$ cat src/rtl/mem_port_arbiter.sv
// Shares one memory port between instruction fetch (IF) and load/store (LS):
// round-robin grant that locks while memory stalls, plus an in-order owner FIFO for routing responses.
module mem_port_arbiter #(
  parameter int ADDR_W      = 32,
  parameter int DATA_W      = 32,
  parameter int OUTSTANDING = 2
) (
  input  logic                clk,
  input  logic                rst,
  input  logic                if_req_valid,
  output logic                if_req_ready,
  input  logic [ADDR_W-1:0]   if_req_addr,
  output logic                if_resp_valid,
  output logic [DATA_W-1:0]   if_resp_data,
  input  logic                ls_req_valid,
  output logic                ls_req_ready,
  input  logic [ADDR_W-1:0]   ls_req_addr,
  input  logic                ls_req_we,
  input  logic [DATA_W-1:0]   ls_req_wdata,
  input  logic [DATA_W/8-1:0] ls_req_wstrb,
  output logic                ls_resp_valid,
  output logic [DATA_W-1:0]   ls_resp_data,
  output logic                mem_req_valid,
  input  logic                mem_req_ready,
  output logic [ADDR_W-1:0]   mem_req_addr,
  output logic                mem_req_we,
  output logic [DATA_W-1:0]   mem_req_wdata,
  output logic [DATA_W/8-1:0] mem_req_wstrb,
  input  logic                mem_resp_valid,
  input  logic [DATA_W-1:0]   mem_resp_data,
  output logic                err_orphan
);

  localparam int PW = (OUTSTANDING > 1) ? $clog2(OUTSTANDING) : 1;
  localparam int CW = $clog2(OUTSTANDING + 1);
  localparam logic [PW-1:0] PTR_LAST = PW'(OUTSTANDING - 1);
  localparam logic [CW-1:0] CNT_FULL = CW'(OUTSTANDING);

  typedef enum logic {ARB_IDLE, ARB_HOLD} arb_state_t;

  arb_state_t             state, state_nxt;
  logic                   rr;        // 0 = favour IF, 1 = favour LS
  logic                   hold_ls;
  logic                   granted, gnt_ls, xfer, push, pop, full, head;
  logic [OUTSTANDING-1:0] owner;     // 0 = IF, 1 = LS
  logic [PW-1:0]          wr_ptr, rd_ptr;
  logic [CW-1:0]          count;

  // Full is judged on the registered count, so a same-cycle pop never frees a slot early.
  assign full = (count == CNT_FULL);

  always_comb begin
    state_nxt = state;
    granted   = 1'b0;
    gnt_ls    = 1'b0;
    case (state)
      ARB_IDLE: begin
        if (!full && (if_req_valid || ls_req_valid)) begin
          granted = 1'b1;
          gnt_ls  = (if_req_valid && ls_req_valid) ? rr : ls_req_valid;
          if (!mem_req_ready) state_nxt = ARB_HOLD;
        end
      end
      ARB_HOLD: begin
        granted = 1'b1;
        gnt_ls  = hold_ls;
        if (mem_req_ready) state_nxt = ARB_IDLE;
      end
      default: state_nxt = ARB_IDLE;
    endcase
    if (rst) granted = 1'b0;
  end

  assign mem_req_valid = granted;
  assign mem_req_addr  = gnt_ls ? ls_req_addr : if_req_addr;
  assign mem_req_we    = gnt_ls & ls_req_we;
  assign mem_req_wdata = gnt_ls ? ls_req_wdata : '0;
  assign mem_req_wstrb = gnt_ls ? ls_req_wstrb : '0;

  assign xfer         = granted && mem_req_ready;
  assign if_req_ready = xfer && !gnt_ls;
  assign ls_req_ready = xfer && gnt_ls;

  assign push = xfer;
  assign pop  = mem_resp_valid && (count != '0) && !rst;
  assign head = owner[rd_ptr];

  assign if_resp_valid = pop && !head;
  assign ls_resp_valid = pop && head;
  assign if_resp_data  = mem_resp_data;
  assign ls_resp_data  = mem_resp_data;

  always_ff @(posedge clk) begin
    if (rst) begin
      state      <= ARB_IDLE;
      rr         <= 1'b0;
      hold_ls    <= 1'b0;
      owner      <= '0;
      wr_ptr     <= '0;
      rd_ptr     <= '0;
      count      <= '0;
      err_orphan <= 1'b0;
    end else begin
      state <= state_nxt;
      if (state == ARB_IDLE && granted && !mem_req_ready) hold_ls <= gnt_ls;
      if (xfer) rr <= ~gnt_ls;
      if (push) begin
        owner[wr_ptr] <= gnt_ls;
        wr_ptr        <= (wr_ptr == PTR_LAST) ? '0 : wr_ptr + 1'b1;
      end
      if (pop) rd_ptr <= (rd_ptr == PTR_LAST) ? '0 : rd_ptr + 1'b1;
      case ({push, pop})
        2'b10:   count <= count + 1'b1;
        2'b01:   count <= count - 1'b1;
        default: count <= count;
      endcase
      if (mem_resp_valid && count == '0) err_orphan <= 1'b1;
    end
  end

endmodule

$ cat config.mk
export PLATFORM = sky130hd
export DESIGN_NAME = mem_port_arbiter
export DESIGN_NICKNAME = d
export VERILOG_FILES = /design/src/rtl/mem_port_arbiter.sv
export SDC_FILE = /design/constraint.sdc
export NUM_CORES = 1
export LEC_CHECK = 0
export ABC_AREA = 0
export BUFFER_PORTS_ARGS = -buffer_cell sky130_fd_sc_hd__clkbuf_2
export CAP_MARGIN = 20
export CORE_AREA = 2 2 107 109
export CTS_CLUSTER_SIZE = 40
export DETAILED_ROUTE_END_ITERATION = 8
export DIE_AREA = 0 0 109 111
export PLACE_DENSITY = 0.56
export SLEW_MARGIN = 20
export SYNTH_ARGS = -nofsm -noshare
export SYNTH_HDL_FRONTEND = slang
export SYNTH_SLANG_ARGS = --single-unit
$ cat constraint.sdc
create_clock -name clk -period 2.3 [get_ports clk]
set_input_delay 0.46 -clock clk [delete_from_list [all_inputs] [get_ports clk]]
set_output_delay 0.46 -clock clk [all_outputs]
set_load 0.05 [all_outputs]
==> qor.yml <==
antenna_cells: 0
power.leakage_nw: 1.855
ant_nets: 0
setup.worst_path.start_class: "flip-flop"
ir_drop_mv: 0.3855
mostFrequentLayoutCells: "110 x clkbuf_2, 32 x mux2_4, 31 x buf_8"
netlist_area_sq_mm: 0.001674
die-area_sq_mm: 0.01210
io_buffers: 181
slew_violations: 0
synth-seq-area-share_pct: 11.96
rsz0062_at_grt: "true"
h-tree-depth: 1
synth_cells: 200
grtUsageMet3_pct: 2.410
violations: "setup timing"
grt_pass1_vias: 1988
tightest_slew_ns: 0.4337
drv_cap: 0
cts_made_buffers: 3
total_power_mw: 1.924
use_met1_pct: 15.90
die_w_um: 109
die_y_um: 111
setup_viol_count_final: 6
vias_per_cell: 3.926
grt_max_degree: 16
vias: 1869
grt_pass1_wl_mm: 12.08
dp_slack_ns: -0.1189
initial_core_util_pct: 15.11
root_buffer: "clkbuf_16"
period_share_pct: 100.5
final_common_cell: "clkbuf_2"
hold_violations: 0
clock_sinks: 10
finalClockSkew_ns: 0.001579
tritoncts: "built"
drc: 0
r2r-start: "count[1]"
reg2reg_setup_slack_ns: 0.20
worst_r2r_endpoint: "count[1]"
rows: 39
clk-insertion-delay-late_ns: 0.24
grt_overflow: 0
layout-drive-gt1-share_pct: 84.38
status: "finished with violations"
cp_max_fo: 8
grt.total_usage_pct: 13.40
dp_hpwl_mm: 5.767
cp_data_arrival_time_ns: 1.85
post_dp_cell_area_sq_mm: 0.002614
globalRoute.busiestLayer: "met2"
syn_nets: 340
fin_setup_tns_ns: -0.03886
syn2layout_area_growth_pct: 123.0
core_sq_mm: 0.01108
drt-initial-drc-count: 55
ys_ff_latch: 10
finalNetCount: 474
antenna_found_initial: 0
globalplace.congestion: 0.7507
max_slew_margin_pct: 70.78
io_pins: 278
fin_crit_ns: 2.311
min_to: "err_orphan"
critPathKind: "reg -> out"
cts_hold_buf: 0
clkTransAtPathRegs_ns: 0.04
cts_buffer_depth: 2
hold_start: "mem_resp_valid"
yosysWarningCount: 0
timing.hold.ws_ns: 0.4640
endpoint_kind: "output port"
syn_avg_cell_area_sq_um: 8.371
drt_pass1_iterations: 4
wl_per_cell_um: 18.67
fmax_ghz: 0.4328
holdCritPathClass: "in -> reg"
setup_ws_ns: -0.01075
whs_path_depth: 3
finalInstanceArea_sq_mm: 0.003734
r2r.worst_path.cells: 8
wl_mm: 8.888
synthDistinctLibCells: 34
required_ns: 1.84
p_per_area_mw_per_mm2: 515.2
grt_use_met2_pct: 24.64
-- Yosys cell counts (all sizes together) --
| cell type | instances | share of area (%) |
|---|---|---|
| a211oi | 1 | 0.45 |
| a21oi | 2 | 0.60 |
| a31oi | 2 | 0.75 |
| and2 | 38 | 14 |
| buf | 70 | 32 |
| clkbuf | 4 | 1.1 |
| dfxtp | 10 | 12 |
| ha | 1 | 0.75 |
| inv | 1 | 0.22 |
| mux2 | 32 | 22 |
| mux2i | 2 | 1.2 |
| nand2 | 2 | 0.45 |
| nand2b | 2 | 0.75 |
| nand3b | 1 | 0.45 |
| nor2 | 9 | 2.0 |
| nor2b | 4 | 1.9 |
| nor3 | 5 | 2.1 |
| nor4 | 2 | 0.75 |
| nor4b | 1 | 0.90 |
| o21a | 1 | 0.45 |
| o21ai | 2 | 0.60 |
| o21ba | 1 | 0.60 |
| o21bai | 2 | 0.90 |
| o31ai | 1 | 1.3 |
| or3 | 1 | 0.37 |
| xnor2 | 1 | 0.52 |
| xor2 | 2 | 1.0 |
-- cell type report --
cell class	instances	area [sq um]
inverter	1	3.754
tap	143	178.9
clock buffer	4	88.84
sequential	10	205.2
timing repair buffer	203	2125
multi-input combinational	115	1132
fill	1128	7343
-- logic make-up after synthesis --
kind of cell	after synthesis	synth area share (%)
adders and majority gates	1	0.7473
buffers and inverters	75	33.48
xor gates and xnor gates	3	1.570
muxes	34	22.72
AOI/OAI and AO/OA	12	5.605
and+or+nand+nor	65	23.92
DFF	10	11.96
-- state kept, by name, indices dropped and copies added, names as in the netlist --
signal,count
owner,2
wr_ptr,1
err_orphan,1
state,1
hold_ls,1
rr,1
rd_ptr,1
count,2
-- timing repair --
item                                    4_1_cts  5_1_grt
cloned                                        6        0
setup buffers                                 6        6
resized for setup                           140       88
pin swaps                                     1       10
endpoints found under the setup margin       45       69
-- metal layers --
metal / routed length [um] / up-vias
met5: 0 / -
met4: 91 / 0
met3: 684 / 9
met2: 4713 / 116
met1: 3398 / 881
li1: - / 863
-- per-stage QoR --
step	utilization (%)	std cells
CTS	32.08	472
finish	33.71	476
floorplan	-	200
global route	33.71	476
detailed placement	23.60	456
global placement	23.60	456
-- worst max-delay path by stage --
stage | startpoint | end | slack [ns] | depth (start not counted)
global route | count[1] | mem_req_addr[3] | -0.08 | 6
detailed placement | if_req_valid | mem_req_addr[31] | -0.12 | 6
floorplan | if_req_valid | if_req_ready | 0.11 | 5
CTS | state | mem_req_addr[31] | -0.08 | 7
global placement | if_req_valid | mem_req_addr[31] | -0.09 | 6
finish | count[1] | mem_req_addr[31] | -0.01 | 6
-- power breakdown --
part	internal, mW	switching, mW
Clock	0.262	0.0832
Sequential	0.192	0.0127
Combinational	0.679	0.695
-- critical path, stage by stage, from the launching register on --
cell,delay (ns)
dfxtp_4,0.33
nor2b_4,0.14
o31ai_4,0.32
buf_6,0.16
buf_12,0.14
mux2_4,0.33
clkbuf_16,0.18
Note: power is estimated with default switching activity, not from simulation.
